<file path="config.mk">
export PLATFORM = sky130hd
export DESIGN_NAME = pwm_peripheral
export DESIGN_NICKNAME = d
export VERILOG_FILES = /design/src/rtl/pwm_peripheral.sv
export SDC_FILE = /design/constraint.sdc
export NUM_CORES = 1
export LEC_CHECK = 0
export ABC_CLOCK_PERIOD_IN_PS = 2100
export BUFFER_PORTS_ARGS = -buffer_cell sky130_fd_sc_hd__buf_4
export CAP_MARGIN = 10
export CORE_UTILIZATION = 33
export CTS_CLUSTER_DIAMETER = 40
export DETAILED_ROUTE_END_ITERATION = 16
export SLEW_MARGIN = 20
export SYNTH_ARGS = -nofsm -noshare
export SYNTH_HDL_FRONTEND = slang
export SYNTH_SLANG_ARGS = --single-unit
export TNS_END_PERCENT = 20
</file>
<file path="constraint.sdc">
create_clock -name clk -period 2.1 [get_ports clk]
set_input_delay 0.105 -clock clk [delete_from_list [all_inputs] [get_ports clk]]
set_output_delay 0.105 -clock clk [all_outputs]
set_load 0.01 [all_outputs]
</file>
<file path="src/rtl/pwm_peripheral.sv">
// pwm_peripheral: 16-channel output driver with a shared prescaled 255-tick PWM counter.
// Define PWM_SHADOW_EN to latch the duty only at period boundaries; otherwise the duty applies on the next clk.
module pwm_peripheral #(
    parameter int unsigned CLK_DIV = 3000
) (
    input  logic        clk,
    input  logic        rst_n,
    input  logic [7:0]  en_reg_out_7_0,
    input  logic [7:0]  en_reg_out_15_8,
    input  logic [7:0]  en_reg_pwm_7_0,
    input  logic [7:0]  en_reg_pwm_15_8,
    input  logic [7:0]  pwm_duty_cycle,
    output logic [15:0] out,
    output logic        period_start
);
    localparam logic [15:0] PRE_MAX = 16'(CLK_DIV - 1);

    logic [15:0] r_pre_cnt;
    logic [7:0]  r_pwm_cnt;
    logic [7:0]  w_duty_active;
    logic [15:0] w_en_out;
    logic [15:0] w_en_pwm;
    logic        w_tick;
    logic        w_pwm_level;

    assign w_tick   = r_pre_cnt == PRE_MAX;
    assign w_en_out = {en_reg_out_15_8, en_reg_out_7_0};
    assign w_en_pwm = {en_reg_pwm_15_8, en_reg_pwm_7_0};

    // The PWM counter wraps at 254 so a period is exactly 255 ticks.
    always_ff @(posedge clk or negedge rst_n) begin
        if (!rst_n) begin
            r_pre_cnt <= '0;
            r_pwm_cnt <= '0;
        end else begin
            r_pre_cnt <= w_tick ? '0 : r_pre_cnt + 16'd1;
            if (w_tick)
                r_pwm_cnt <= (r_pwm_cnt == 8'd254) ? '0 : r_pwm_cnt + 8'd1;
        end
    end

`ifdef PWM_SHADOW_EN
    logic [7:0] r_duty_active;
    logic       r_first;
    logic       w_wrap;

    assign w_wrap = w_tick && (r_pwm_cnt == 8'd254);

    // The first clk after reset uses the live duty so the opening period is not lost.
    always_ff @(posedge clk or negedge rst_n) begin
        if (!rst_n) begin
            r_duty_active <= '0;
            r_first       <= 1'b1;
        end else begin
            r_first <= 1'b0;
            if (r_first || w_wrap)
                r_duty_active <= pwm_duty_cycle;
        end
    end

    assign w_duty_active = r_first ? pwm_duty_cycle : r_duty_active;
`else
    assign w_duty_active = pwm_duty_cycle;
`endif

    assign w_pwm_level = (w_duty_active == 8'd255) || (r_pwm_cnt < w_duty_active);

    always_ff @(posedge clk or negedge rst_n) begin
        if (!rst_n) begin
            out          <= '0;
            period_start <= 1'b0;
        end else begin
            out          <= w_en_out & (~w_en_pwm | {16{w_pwm_level}});
            period_start <= (r_pre_cnt == 16'd0) && (r_pwm_cnt == 8'd0);
        end
    end
endmodule

</file>
## Word level (Yosys, flattened, before mapping)

Cells that the tools add are included.

- Register bits after elaboration: 41
- Input bits: 42

- Add/sub/neg operators: 2
- $lt $le $gt $ge: 1
- Equality and inequality tests: 3
- Muxes and demuxes: 2
- Bitwise logic cells: 3
- Reductions and logical operators: 4

Operator list:

| operator | number |
|---|---|
| $add 16x1->16 const B | 1 |
| $and 16x16->16 | 1 |
| $eq 16x12->1 const B | 1 |
| $eq 8x8->1 const B | 2 |
| $logic_not 16->1 | 1 |
| $mux 16 | 1 |
| $not 16->16 | 1 |
| $or 16x16->16 | 1 |
| $add 8x1->8 const B | 1 |
| $logic_not 8->1 | 1 |
| $lt 8x8->1 | 1 |
| $mux 8 | 1 |
| $logic_and 1x1->1 | 1 |
| $logic_or 1x1->1 | 1 |

## Logic depth before layout (Yosys ltp)

Gate-level depths: netlist of run 1.

- Depth in word-level cells: 4
- Depth in mapped cells: 7
- Depth with buffers taken out: 6

## Worst setup path after synthesis of run 1

No wires, ideal clock.

- Kind: register to register
- From: register r_pre_cnt[12]
- To: register r_pwm_cnt[6]
- Data arrival time: 1878 ps
- Required time: 2008 ps
- Setup slack: 130 ps
- Stages on the path, launching flop included: 6
- Clock period less this slack: 1970 ps
- Cells stage by stage: dfrtp_1 or4_4 or4_4 buf_6 nand2b_4 o31ai_2

- Word-level cells in the longest chain between the ends: 1

Ends and longest elaborated chain:

| element | line | RTL |
|---|---|---|
| from (decl) | 18 | `logic [15:0] r_pre_cnt;` |
| from (signal assigned) | 36 | `r_pre_cnt <= w_tick ? '0 : r_pre_cnt + 16'd1;` |
| $eq 16x12->1 | 26 | `assign w_tick = r_pre_cnt == PRE_MAX;` |
| to (signal assigned) | 38 | `r_pwm_cnt <= (r_pwm_cnt == 8'd254) ? '0 : r_pwm_cnt + 8'd1;` |
| to (decl) | 19 | `logic [7:0] r_pwm_cnt;` |

No other way between the ends.
A chain may end at the register's enable or synchronous reset.

## Final worst setup path of run 1

Ends and elaborated chain as after synthesis.

==> results.txt, run 1 <==
----------------------------------------------------
[Run]
  Max-cap viol count ... 0

[Global routing]
  Aggregate global routing overflow ... 0
  First-pass GRT wire length ... approximately 7700 µm
  Largest net degree at the start of global routing ... 42
  Global-route total usage across every layer ... 15.4%
  Via count of the first global-routing pass ... 1655
  Antenna violations before repair ... 0

[Worst setup path]
  Worst flop-to-flop path endpoint ... r_pwm_cnt[6]$_DFFE_PN0N_
  Classification of the worst setup path ... register to register
  Critical-path cell list ... or4_4 > or4_4 > nand2b_4 > o31ai_2
  Type of destination of the critical path ... register
  Worst Setup Start Kind ... register
  Worst R2R Setup Slack ... 0.12 ns
  Critical path fanouts, max ... 9
  Maximum cell stage delay along the critical path ... 0.60 ns
  Reg2reg path depth ... 4
  Data arrival at the endpoint of the critical path ... 2.19 ns
  Top Family by Delay on Critical Path ... simple AND/OR/NAND/NOR gates
  Required time of the critical path ... 2.31 ns
  Launch point of the worst path ... r_pre_cnt[12]$_DFF_PN0_
  Cell mode on critical path ... sky130_fd_sc_hd__or4_4
  Buffers and inverters on the worst path ... 0
  Worst Setup EP ... r_pwm_cnt[6]$_DFFE_PN0N_
  WP depth ... 4
  Cell with the biggest individual delay on the critical path ... sky130_fd_sc_hd__or4_4
  Launch instance of the worst register-to-register path ... r_pre_cnt[12]$_DFF_PN0_

[Routing]
  Number of DRC violations after detailed-routing iteration 0 ... 85
  Total iterations of the first detailed-routing run ... 4
  Residual DRC count ... 0
  Via Count ... 1703
  Remaining antenna violation count after routing ... 0
  Per-cell routed wire length ... 12.8 µm
  Average via count per standard cell ... 4.81
  Post-detailed-routing wire length ... 4530 µm

[Floorplan]
  Initial standard-cell utilization of the core ... 34.6%
  Die area ... 0.00660 mm²
  Die H ... just over 80 µm
  Die Width ... 81.2 µm
  I/O pin count ... 59
  Standard cell core area ... 0.00599 mm²
  Row count ... 28

[Clock network]
  Total clock buffers created by CTS ... 5
  Clk sink count ... 41
  Cell at the root of the clock tree ... sky130_fd_sc_hd__clkbuf_8
  Clock-pin slew of the registers on the worst-case setup and hold paths ... ~0.080 ns
  Clock tree from TritonCTS ... yes
  Clk_lat worst skew ... approximately 0.29 ns
  Maximum buffer depth of the clock tree ... 2
  CTS HTree Levels ... 2

[Placed design]
  Number of input and output port buffers inserted ... 58
  Worst-case setup slack after placement ... 0.0987 ns
  Detailed placement HPWL ... 3140 µm
  Placer Congestion ... 0.764

[Yosys]
  Syn_nets ... 253
  Cells taking the most area after synthesis ... sky130_fd_sc_hd__dfrtp_1 (50%), sky130_fd_sc_hd__ha_1 (7.2%), sky130_fd_sc_hd__a21boi_0 (5.8%)
  Distinct cell type count of the synthesized netlist ... 39
  Count of state elements after synthesis ... 41
  Yosys top cell area share ... slightly below 50%
  Share of the yosys chip area belonging to registers ... between 40% and 50%
  Warnings from Yosys ... 0
  Number of enable flip-flop cells after synthesis ... 0
  Primary FF master, synth ... sky130_fd_sc_hd__dfrtp_1
  Share of flip-flops with an asynchronous set or reset ... 100%
  Gate count of the mapped netlist ... 199
  Avg Cell Area, Syn ... 10.4 µm²
  Post-Syn Area ... 0.00207 mm²
  Post-synthesis cell type with the largest combined area ... sky130_fd_sc_hd__dfrtp_1

[STA]
  Setup repair after global routing missed its margin ... no
  Post-route worst hold slack ... 0.0586 ns
  Slew at the pin closest to its max-slew limit ... 0.520 ns
  Final worst setup slack ... 0.118 ns
  Final TNS setup ... 0 ns
  Achievable clock frequency ... 0.505 GHz
  Final Hold Fails ... 0
  Post-layout min period ... 1.98 ns
  Headroom to the max-slew limit ... 65.3%
  Period utilization ... between 90 and 100%
  Clock skew ... 0.00797 ns
  Final-report max-slew violation count ... 0
  Final number of setup-violating endpoints ... 0

[Power]
  Power density cells ... 513 mW/mm²
  Leak Pwr ... 0.00139 µW
  Maximum VDD drop ... 0.000365 V
  Design Power ... 1460 µW

[Run status]
  Result of the run ... completed

[Worst hold path]
  Worst min-delay path category ... primary input to register

[Finish]
  Final #Nets ... approximately 330
  Diodes inserted ... 0
  Area growth syn-to-layout ... 37.9%
  Share of final-layout standard cells stronger than drive strength 1 ... 29.4%

----------------------------------------------------
## report_power, final
part	internal (µW)	switching (µW)
clock	229	272
combinational	99.8	56.1
sequential	804	3.73
total	1130	331
## cells by family (layout without fill, tap and decap cells)
kind of cell | count (synthesis) | after routing | synth area share [%]
adder cells (fa/ha/maj) | 12 | 12 | 7.25
multiplexers | 1 | 1 | 0.483
AO/OA/AOI/OAI | 41 | 41 | 13.3
XOR/XNOR | 14 | 14 | 5.92
flip-flops | 41 | 41 | 49.5
buffers and inverters | 21 | 101 | 4.17
AND/OR/NAND/NOR | 69 | 69 | 19.4
## cell type report
cell class                      count  area [µm²]
Multi-Input combinational cell    137         960
Sequential cell                    41        1030
Fill cell                         568        3130
Tap cell                           75        93.8
Timing Repair Buffer               80         643
Clock buffer                        5        68.8
Inverter                           13        48.8
Clock inverter                      3        17.5
## timing repair
item                                    CTS  global route
buffers inserted                          0             0
endpoints found under the hold margin    56             1
hold buffers                             16             1
resized for setup                         0             0
endpoints found under the setup margin    0             1
## routing by layer
layer | GRT usage, % | wire length, µm | up-vias
li1 | - | - | 857
met1 | 19.0 | 2000 | 803
met2 | 26.6 | 2310 | 36
met3 | 3.37 | 159 | 7
met4 | 4.82 | 67 | 0
met5 | 0 | 0 | -
## synthesized netlist by cell type (2+ instances only)
cell type	instances
sky130_fd_sc_hd__o21ai_0	8
sky130_fd_sc_hd__and3_1	3
sky130_fd_sc_hd__ha_1	12
sky130_fd_sc_hd__and4_1	2
sky130_fd_sc_hd__inv_1	13
sky130_fd_sc_hd__nand4_1	9
sky130_fd_sc_hd__a21boi_0	16
sky130_fd_sc_hd__xor2_1	5
sky130_fd_sc_hd__nor3_1	6
sky130_fd_sc_hd__nand3_1	11
sky130_fd_sc_hd__dfrtp_1	41
sky130_fd_sc_hd__o21ai_1	4
sky130_fd_sc_hd__or4_4	2
sky130_fd_sc_hd__xnor2_1	9
sky130_fd_sc_hd__nor4_1	3
sky130_fd_sc_hd__and3_2	3
sky130_fd_sc_hd__nor2_1	14
sky130_fd_sc_hd__nand2_1	8
sky130_fd_sc_hd__clkbuf_1	6
sky130_fd_sc_hd__a21oi_1	5
## worst min-delay path by stage
stage | cells past startpoint | end | start | slack [ns]
2_1_floorplan | 0 | out[0]$_DFF_PN0_ | rst_n | -0.19
5_1_grt | 2 | out[10]$_DFF_PN0_ | en_reg_out_15_8[2] | 0.04
6_report | 2 | out[6]$_DFF_PN0_ | en_reg_out_7_0[6] | 0.06
3_3_place_gp | 1 | r_pwm_cnt[6]$_DFFE_PN0N_ | rst_n | 0.13
3_5_place_dp | 1 | r_pre_cnt[14]$_DFF_PN0_ | rst_n | 0.13
4_1_cts | 2 | out[12]$_DFF_PN0_ | en_reg_pwm_15_8[4] | 0.002
## sequential cells by signal, indices dropped and copies added, names as in the netlist
signal and count:
r_pre_cnt 16, period_start 1, r_pwm_cnt 8, out 16
## cells in the final DEF, fill, tap and decap left out, types with 2 or more instances in the layout
| master | netlist | final |
|---|---|---|
| sky130_fd_sc_hd__buf_4 | 0 | 63 |
| sky130_fd_sc_hd__dfrtp_1 | 41 | 41 |
| sky130_fd_sc_hd__dlygate4sd3_1 | 0 | 17 |
| sky130_fd_sc_hd__a21boi_0 | 16 | 16 |
| sky130_fd_sc_hd__nor2_1 | 14 | 14 |
| sky130_fd_sc_hd__inv_1 | 13 | 13 |
| sky130_fd_sc_hd__ha_1 | 12 | 12 |
| sky130_fd_sc_hd__nand3_1 | 11 | 11 |
| sky130_fd_sc_hd__nand4_1 | 9 | 9 |
| sky130_fd_sc_hd__xnor2_1 | 9 | 9 |
| sky130_fd_sc_hd__o21ai_0 | 8 | 8 |
| sky130_fd_sc_hd__nand2_1 | 8 | 8 |
| sky130_fd_sc_hd__nor3_1 | 6 | 6 |
| sky130_fd_sc_hd__a21oi_1 | 5 | 5 |
| sky130_fd_sc_hd__xor2_1 | 5 | 5 |
| sky130_fd_sc_hd__clkbuf_8 | 0 | 5 |
| sky130_fd_sc_hd__o21ai_1 | 4 | 4 |
| sky130_fd_sc_hd__and3_2 | 3 | 3 |
| sky130_fd_sc_hd__nor4_1 | 3 | 3 |
| sky130_fd_sc_hd__and3_1 | 3 | 3 |
| sky130_fd_sc_hd__and4_1 | 2 | 2 |
| sky130_fd_sc_hd__or4_4 | 2 | 2 |
| sky130_fd_sc_hd__clkinv_2 | 0 | 2 |
## per-stage QoR
step | area, µm² | instances | utilization, %
after CTS | 2850 | 353 | 47.5
after detailed placement | 2600 | 329 | 43.4
final | 2860 | 354 | 47.7
after floorplan | 2070 | 199 | -
after global placement | 2600 | 329 | 43.4
after global routing | 2860 | 354 | 47.7
Power figures use the tool's default switching activity.
==> run 2: changes to the inputs <==
--- a/config.mk
+++ b/config.mk
@@ -5,6 +5,7 @@
 export SDC_FILE = /design/constraint.sdc
 export NUM_CORES = 1
 export LEC_CHECK = 0
+export ABC_AREA = 1
 export ABC_CLOCK_PERIOD_IN_PS = 2100
 export BUFFER_PORTS_ARGS = -buffer_cell sky130_fd_sc_hd__buf_4
 export CAP_MARGIN = 10
==> run 2 against run 1 <==
  * Global-route usage decreased by 0.19 points
  * Synthesized area increased by 10%
  * Clock power rose by 3%
  * Die area rose by 9.7%
  * Utilization shrank 1.4 points
  * Clock skew grew 0.0010 ns
  * Sequential share of layout area is 1.8 points lower
  * Critical path type unchanged
==> results.txt, run 2 <==
----------------------------------------------------
[Yosys]
  Number of enable flip-flop cells after synthesis ... 0 (unchanged)
  Distinct cell type count of the synthesized netlist ... 32 (-18%)
  Primary FF master, synth ... sky130_fd_sc_hd__dfrtp_1
  Syn_nets ... 332 (+31%)
  Cells taking the most area after synthesis ... sky130_fd_sc_hd__dfrtp_1 (45%), sky130_fd_sc_hd__nand2_1 (8.7%), sky130_fd_sc_hd__nand3_1 (7.7%)
  Share of the yosys chip area belonging to registers ... 45.0% (-4.5 points)
  Cell types with the highest counts after synthesis ... sky130_fd_sc_hd__nand2_1 (53), sky130_fd_sc_hd__inv_1 (46), sky130_fd_sc_hd__dfrtp_1 (41), sky130_fd_sc_hd__nand3_1 (35), sky130_fd_sc_hd__nor2_1 (24)
  Yosys top cell area share ... 45.0% (-4.5 points)
  Most frequent cell after synthesis ... sky130_fd_sc_hd__nand2_1
  Warnings from Yosys ... 0 (unchanged)
  Post-synthesis cell type with the largest combined area ... sky130_fd_sc_hd__dfrtp_1
  Gate count of the mapped netlist ... 278 (+40%)
  Share of flip-flops with an asynchronous set or reset ... 100% (unchanged)
  Post-Syn Area ... 0.00228 mm² (+10%)
  Count of state elements after synthesis ... 41 (unchanged)
  Avg Cell Area, Syn ... 8.20 µm² (-21%)

[Worst hold path]
  WHS Endpoint ... out[15]$_DFF_PN0_
  HP Start ... en_reg_out_15_8[7]
  Worst hold path depth ... 3 (+1)
  Worst min-delay path category ... primary input to register

[Worst setup path]
  Cell mode on critical path ... sky130_fd_sc_hd__nand2_1
  Cell with the biggest individual delay on the critical path ... sky130_fd_sc_hd__dfrtp_1
  Required time of the critical path ... 2.29 ns (-0.02 ns)
  Critical path fanouts, max ... 16 (+7)
  Data arrival at the endpoint of the critical path ... 1.92 ns (-0.27 ns)
  Top Family by Delay on Critical Path ... simple AND/OR/NAND/NOR gates
  Reg2reg path depth ... 8 (+4)
  Launch instance of the worst register-to-register path ... r_pwm_cnt[7]$_DFFE_PN0N_
  Classification of the worst setup path ... register to register
  Critical-path cell list ... ha_1 > nand2_1 > nor2_1 > nand2_1 > nand2_1 > nand3_1 > nand2_1 > inv_1
  Buffers and inverters on the worst path ... 1 (+1)
  Type of destination of the critical path ... register
  Maximum cell stage delay along the critical path ... 0.44 ns (-0.16 ns)
  Worst Setup Start Kind ... register
  Worst R2R Setup Slack ... 0.37 ns (+0.25 ns)
  Worst flop-to-flop path endpoint ... out[0]$_DFF_PN0_

[Routing]
  Total iterations of the first detailed-routing run ... 4 (unchanged)
  Per-cell routed wire length ... 11.4 µm (-11%)
  Number of DRC violations after detailed-routing iteration 0 ... 69 (-19%)
  Via Count ... 1975 (+16%)
  Post-detailed-routing wire length ... 4920 µm (+8.5%)
  Residual DRC count ... 0 (unchanged)
  Average via count per standard cell ... 4.57 (-5.0%)
  Remaining antenna violation count after routing ... 0 (unchanged)

[Placed design]
  Placed inst area ... 0.00278 mm² (+7.0%)
  Number of input and output port buffers inserted ... 58 (unchanged)
  Detailed placement HPWL ... 3670 µm (+17%)
  Worst-case setup slack after placement ... 0.364 ns (+0.265 ns)
  Placer Congestion ... 0.793 (+3.8%)

[Global routing]
  First-pass GRT wire length ... 8730 µm (+13%)
  Aggregate global routing overflow ... 0 (unchanged)
  Largest net degree at the start of global routing ... 42 (unchanged)
  Via count of the first global-routing pass ... 2036 (+23%)
  Antenna violations before repair ... 0 (unchanged)
  Global-route total usage across every layer ... 15.2% (-0.19 points)

[Power]
  Leak Pwr ... 0.00159 µW (+14%)
  Power density cells ... 492 mW/mm² (-3.9%)
  Maximum VDD drop ... 0.000222 V (-39%)

[Clock network]
  Clk sink count ... 41 (unchanged)
  Maximum buffer depth of the clock tree ... 2 (unchanged)
  Total clock buffers created by CTS ... 5 (unchanged)
  Cell at the root of the clock tree ... sky130_fd_sc_hd__clkbuf_8
  Clk_lat worst skew ... 0.29 ns (about the same)
  CTS HTree Levels ... 2 (unchanged)
  Clock-pin slew of the registers on the worst-case setup and hold paths ... 0.08 ns (about the same)
  Clock tree from TritonCTS ... yes

[Run]
  Max-cap viol count ... 0 (unchanged)

[STA]
  Final Hold Fails ... 0 (unchanged)
  Final worst setup slack ... 0.367 ns (+0.249 ns)
  Clock skew ... 0.00897 ns (+0.00100 ns)
  Setup repair after global routing missed its margin ... no
  Period utilization ... 82.5% (-12 points)
  Headroom to the max-slew limit ... 62.6% (-2.7 points)
  Slew at the pin closest to its max-slew limit ... 0.559 ns (+0.0389 ns)
  Achievable clock frequency ... 0.577 GHz (+14%)
  Final TNS setup ... 0 ns (unchanged)
  Post-layout min period ... 1.73 ns (-0.249 ns)
  Final number of setup-violating endpoints ... 0 (unchanged)
  Final-report max-slew violation count ... 0 (unchanged)

[Finish]
  Leading registers by flop count ... out (16), r_pre_cnt (16), r_pwm_cnt (8)
  Cell area after layout ... 0.00301 mm² (+5.3%)
  Area growth syn-to-layout ... 32.1%
  Most frequent standard cell in the layout excluding fill and tap cells ... sky130_fd_sc_hd__buf_4
  Final cell utilization of the core ... 46.3% (-1.4 points)
  Share of final-layout standard cells stronger than drive strength 1 ... 24.5% (-4.9 points)
  Layout filler cell count ... 670 (+18%)
  Diodes inserted ... 0 (unchanged)
  Final #Nets ... 408 (+23%)
  Highest-count cells in the layout ignoring fill and taps ... sky130_fd_sc_hd__buf_4 (58), sky130_fd_sc_hd__nand2_1 (53), sky130_fd_sc_hd__inv_1 (46)

[Floorplan]
  Die area ... 0.00724 mm² (+9.7%)
  Initial standard-cell utilization of the core ... 35.1% (+0.49 points)
  Standard cell core area ... 0.00649 mm² (+8.4%)
  Row count ... 29 (+3.6%)
  Die H ... 85.1 µm (+4.7%)
  I/O pin count ... 59 (unchanged)
  Die Width ... 85.1 µm (+4.7%)

[Run status]
  Result of the run ... completed

----------------------------------------------------
-- run 2: changes by cell type in the layout (fill, tap and decap cells not counted), moves of 5 or more --
| cell | previous run | this run |
|---|---|---|
| sky130_fd_sc_hd__a21boi_0 | 16 | 0 |
| sky130_fd_sc_hd__buf_4 | 63 | 58 |
| sky130_fd_sc_hd__inv_1 | 13 | 46 |
| sky130_fd_sc_hd__inv_2 | 0 | 5 |
| sky130_fd_sc_hd__nand2_1 | 8 | 53 |
| sky130_fd_sc_hd__nand3_1 | 11 | 35 |
| sky130_fd_sc_hd__nand4_1 | 9 | 3 |
| sky130_fd_sc_hd__nor2_1 | 14 | 24 |
| sky130_fd_sc_hd__xnor2_1 | 9 | 1 |
-- run 2: final cells by class --
class	count	area, µm²	area share [%]
repair buffers	72	576	19.1
inverters	51	191	6.36
clock buffers	6	72.6	2.41
multi-input cells	183	1030	34.3
well taps	77	96.3	3.20
flip-flops and latches	41	1030	34.1
clock inverters	2	15.0	0.499
-- run 2: per-layer routing --
metal / vias up / share of wire (%) / routed length [µm] / GRT usage [%]
li1: 1031 / - / - / -
met4: 0 / 1.4 / 67 / 5.86
met5: - / 0 / 0 / 0
met2: 51 / 46 / 2280 / 25.1
met1: 889 / 46 / 2270 / 18.7
met3: 4 / 6.2 / 304 / 4.67
-- run 2: worst max path at each step --
stage,cells past startpoint,start,end,slack [ns]
6_report,8,r_pwm_cnt[7]$_DFFE_PN0N_,out[0]$_DFF_PN0_,0.37
5_1_grt,10,r_pwm_cnt[3]$_DFFE_PN0N_,out[12]$_DFF_PN0_,0.18
4_1_cts,8,r_pwm_cnt[5]$_DFFE_PN0N_,out[14]$_DFF_PN0_,0.36
3_5_place_dp,10,r_pwm_cnt[3]$_DFFE_PN0N_,out[7]$_DFF_PN0_,0.36
3_3_place_gp,10,r_pwm_cnt[3]$_DFFE_PN0N_,out[14]$_DFF_PN0_,0.39
2_1_floorplan,11,r_pwm_cnt[3]$_DFFE_PN0N_,out[10]$_DFF_PN0_,0.62
-- run 2: worst min-delay path, cell delays in order --
cell and delay, ns:
sky130_fd_sc_hd__buf_4 0.08, sky130_fd_sc_hd__nand2_1 0.04, sky130_fd_sc_hd__inv_1 0.05
-- run 2: kinds of logic (layout without fill, tap and decap cells) --
family | Yosys count | count (layout) | share of synthesized area, %
AOI/OAI and AO/OA | 19 | 19 | 4.39
DFF | 41 | 41 | 45.0
adders and majority gates | 12 | 12 | 6.59
xor gates and xnor gates | 8 | 8 | 3.08
buffers and inverters | 54 | 131 | 9.61
and+or+nand+nor | 144 | 144 | 31.3
-- run 2: through the flow --
stage / instances / power, µW / hold slack, ns
6_report: 432 / 1480 / 0.0115
5_1_grt: 432 / 1560 / 0.00751
4_1_cts: 432 / 1510 / 0.000999
3_5_place_dp: 410 / 963 / 0.122
3_3_place_gp: 410 / 961 / 0.119
2_1_floorplan: 278 / 857 / -0.191
-- run 2: repair_timing --
| action | in CTS | in global routing |
|---|---|---|
| hold endpoints to repair | 54 | 0 |
| resized for setup | 0 | 0 |
| hold buffers | 14 | 0 |
| buffers inserted | 0 | 0 |
-- run 2: report_power, final --
| group | switching (µW) | internal [µW] | leakage [µW] |
|---|---|---|---|
| logic | 60.7 | 94.5 | 0.00103 |
| clock network | 284 | 234 | 0.0000374 |
| registers | 4.64 | 804 | 0.000521 |
| total | 349 | 1130 | 0.00159 |
==> run 3: changes to the inputs <==
--- a/config.mk
+++ b/config.mk
@@ -5,8 +5,8 @@
 export SDC_FILE = /design/constraint.sdc
 export NUM_CORES = 1
 export LEC_CHECK = 0
-export ABC_AREA = 1
-export ABC_CLOCK_PERIOD_IN_PS = 2100
+export ABC_AREA = 0
+export ABC_CLOCK_PERIOD_IN_PS = 1580
 export BUFFER_PORTS_ARGS = -buffer_cell sky130_fd_sc_hd__buf_4
 export CAP_MARGIN = 10
 export CORE_UTILIZATION = 33
==> constraint.sdc (replaced) <==
create_clock -name clk -period 1.58 [get_ports clk]
set_input_delay 0.079 -clock clk [delete_from_list [all_inputs] [get_ports clk]]
set_output_delay 0.079 -clock clk [all_outputs]
set_load 0.01 [all_outputs]
==> run 3 against run 2 <==
  * The run now ends with negative setup slack left
  * Combinational power grew 55%
  * Sequential power rose by 32%
  * Clock power is 36% higher
  * Maximum frequency decreased by 13%
  * Final cell count fell by 11%
  * Largest power group unchanged
==> results.txt, run 3 (synthesized netlist as in run 1, its figures left out) <==
----------------------------------------------------
[STA]
  Final worst setup slack ... -0.401 ns (-0.768 ns)
  Final TNS setup ... -6.91 ns (-6.91 ns)
  Setup repair after global routing missed its margin ... yes
  Clock skew ... 0.00383 ns (-0.00514 ns)
  Slew at the pin closest to its max-slew limit ... 0.524 ns (-0.0353 ns)
  Final Hold Fails ... 0 (unchanged)
  Final-report max-slew violation count ... 0 (unchanged)
  Achievable clock frequency ... 0.505 GHz (-13%)
  Headroom to the max-slew limit ... 65.1% (+2.5 points)
  Post-layout min period ... 1.98 ns (+0.248 ns)
  Period utilization ... 125% (+43 points)
  Final number of setup-violating endpoints ... 34 (+34)

[Routing]
  Post-detailed-routing wire length ... 5270 µm (+7.2%)
  Via Count ... 1879 (-4.9%)
  Total iterations of the first detailed-routing run ... 4 (unchanged)
  Residual DRC count ... 0 (unchanged)
  Average via count per standard cell ... 4.88 (+6.8%)
  Remaining antenna violation count after routing ... 0 (unchanged)
  Number of DRC violations after detailed-routing iteration 0 ... 100 (+45%)
  Per-cell routed wire length ... 13.7 µm (+20%)

[Placed design]
  Placer Congestion ... 0.805 (+1.5%)
  Placed inst area ... 0.00281 mm² (+1.0%)
  Worst-case setup slack after placement ... -0.591 ns (-0.954 ns)
  Placed Instances ... 356 (-13%)
  Number of input and output port buffers inserted ... 58 (unchanged)
  Detailed placement HPWL ... 3450 µm (-6.0%)

[Finish]
  Most frequent standard cell in the layout excluding fill and tap cells ... sky130_fd_sc_hd__buf_4
  Number of non-filler instances in the completed layout ... 385 (-11%)
  Share of final-layout standard cells stronger than drive strength 1 ... 42.6% (+18 points)
  Multi-input combinational cell area ... 0.00110 mm² (+6.9%)
  Diodes inserted ... 0 (unchanged)
  Cell area after layout ... 0.00327 mm² (+8.6%)
  Leading registers by flop count ... out (16), r_pre_cnt (16), r_pwm_cnt (8)
  Final #Nets ... 363 (-11%)
  FF/Latch Area ... 0.00103 mm² (unchanged)
  Highest-count cells in the layout ignoring fill and taps ... sky130_fd_sc_hd__buf_4 (89), sky130_fd_sc_hd__dfrtp_1 (41), sky130_fd_sc_hd__dlygate4sd3_1 (17)
  Area growth syn-to-layout ... 57.8%
  Layout filler cell count ... 503 (-25%)

[Worst hold path]
  Worst min-delay path category ... primary input to register

[Global routing]
  Aggregate global routing overflow ... 0 (unchanged)
  Antenna violations before repair ... 0 (unchanged)
  Largest net degree at the start of global routing ... 42 (unchanged)
  Global-route total usage across every layer ... 17.9% (+2.7 points)
  First-pass GRT wire length ... 8850 µm (+1.4%)
  Via count of the first global-routing pass ... 1917 (-5.8%)

[Worst setup path]
  Cell with the biggest individual delay on the critical path ... sky130_fd_sc_hd__or4_4
  Worst Setup Start Kind ... register
  Critical-path cell list ... or4_4 > or4_4 > nand2b_4 > o31ai_4
  Buffers and inverters on the worst path ... 0 (-1)
  Maximum cell stage delay along the critical path ... 0.58 ns (+0.14 ns)
  Cell mode on critical path ... sky130_fd_sc_hd__or4_4
  Critical path fanouts, max ... 5 (-11)
  Classification of the worst setup path ... register to register
  Type of destination of the critical path ... register
  Required time of the critical path ... 1.79 ns (-0.50 ns)
  Data arrival at the endpoint of the critical path ... 2.19 ns (+0.27 ns)
  Top Family by Delay on Critical Path ... simple AND/OR/NAND/NOR gates

[Power]
  Maximum VDD drop ... 0.000424 V (+91%)
  Design Power ... 2020 µW (+36%)
  Power density cells ... 617 mW/mm² (+25%)
  Leak Pwr ... 0.00159 µW (-0.41%)

[Floorplan]
  Die area ... 0.00660 mm² (-8.8%)
  Initial standard-cell utilization of the core ... 34.6% (-0.49 points)
  I/O pin count ... 59 (unchanged)
  Die Width ... 81.2 µm (-4.5%)
  Row count ... 28 (-3.4%)
  Standard cell core area ... 0.00599 mm² (-7.8%)
  Die H ... 81.2 µm (-4.5%)

[Clock network]
  Clock tree from TritonCTS ... yes
  Clk sink count ... 41 (unchanged)
  Clock-pin slew of the registers on the worst-case setup and hold paths ... 0.08 ns (about the same)
  Cell at the root of the clock tree ... sky130_fd_sc_hd__clkbuf_8
  CTS HTree Levels ... 2 (unchanged)
  Clk_lat worst skew ... 0.30 ns (about the same)
  Maximum buffer depth of the clock tree ... 2 (unchanged)
  Total clock buffers created by CTS ... 5 (unchanged)

[Run status]
  Result of the run ... complete, but fails checks
  Violations in the final reports ... negative setup slack

[Run]
  Max-cap viol count ... 0 (unchanged)

----------------------------------------------------
[run 3: changes by cell type in the layout (fill, tap and decap cells not counted), moves of 4 or more]
cell | previous run | this run
sky130_fd_sc_hd__a21boi_1 | 0 | 6
sky130_fd_sc_hd__a21boi_2 | 0 | 10
sky130_fd_sc_hd__a21oi_1 | 7 | 3
sky130_fd_sc_hd__buf_4 | 58 | 89
sky130_fd_sc_hd__inv_1 | 46 | 13
sky130_fd_sc_hd__inv_2 | 5 | 0
sky130_fd_sc_hd__nand2_1 | 53 | 8
sky130_fd_sc_hd__nand2_2 | 4 | 0
sky130_fd_sc_hd__nand3_1 | 35 | 11
sky130_fd_sc_hd__nand4_1 | 3 | 9
sky130_fd_sc_hd__nor2_1 | 24 | 14
sky130_fd_sc_hd__xnor2_1 | 1 | 9
[run 3: metrics by stage]
stage / hold slack (ns) / utilization (%)
floorplan: -0.217 / -
global placement: 0.100 / 46.9
detailed placement: 0.0958 / 46.9
CTS: 0.00681 / 53.9
global route: 0.0180 / 54.6
finish: 0.0159 / 54.6
[run 3: path summary, 6_finish.rpt]
| check | from | endpoint | slack (ns) | depth (start not counted) |
|---|---|---|---|---|
| max in group asynchronous | rst_n | r_pre_cnt[8]$_DFF_PN0_ | 0.92 | 2 |
| worst min-delay path | en_reg_out_15_8[7] | out[15]$_DFF_PN0_ | 0.02 | 2 |
| worst max register to register | r_pre_cnt[12]$_DFF_PN0_ | r_pwm_cnt[6]$_DFFE_PN0N_ | -0.40 | 4 |
| min in group asynchronous | rst_n | r_pre_cnt[12]$_DFF_PN0_ | 0.30 | 2 |
| worst min register to register | r_pre_cnt[13]$_DFF_PN0_ | r_pre_cnt[13]$_DFF_PN0_ | 0.55 | 2 |
| worst max-delay path | r_pre_cnt[12]$_DFF_PN0_ | r_pwm_cnt[6]$_DFFE_PN0N_ | -0.40 | 4 |
[run 3: repair_timing]
action	in CTS	in global routing
endpoints found under the setup margin	34	36
endpoints found under the hold margin	57	0
pin swaps	18	6
gates cloned	2	0
hold buffers	17	0
setup buffers	1	1
gates resized for setup	39	8
[run 3: worst register-to-register path, delay by kind of cell, from the launching register on]
family | cells | cell delay [ns]
flops | 1 | 0.39
compound gates | 1 | 0.17
simple gates | 3 | 1.34
[run 3: per-layer routing]
metal / vias up / wire length (µm) / global-route usage (%) / part of all wire [%]
met1: 893 / 2210 / 21.0 / 42
li1: 925 / - / - / -
met2: 55 / 2690 / 31.3 / 51
met5: - / 0 / 0 / 0
met3: 6 / 315 / 5.73 / 6.0
met4: 0 / 55 / 4.82 / 1.0
[run 3: final cells by class]
class	count	area share (%)
Multi-Input combinational cell	138	33.8
Inverter	13	1.49
Tap cell	75	2.87
Clock inverter	3	0.651
Clock buffer	5	2.10
Timing Repair Buffer	110	27.7
Sequential cell	41	31.4
[run 3: power by group]
group / internal (µW) / total [µW] / leakage (µW) / switching (µW)
registers: 1070 / 1070 / 0.000521 / 5.99
logic: 151 / 240 / 0.00102 / 88.8
clock network: 314 / 704 / 0.0000445 / 390
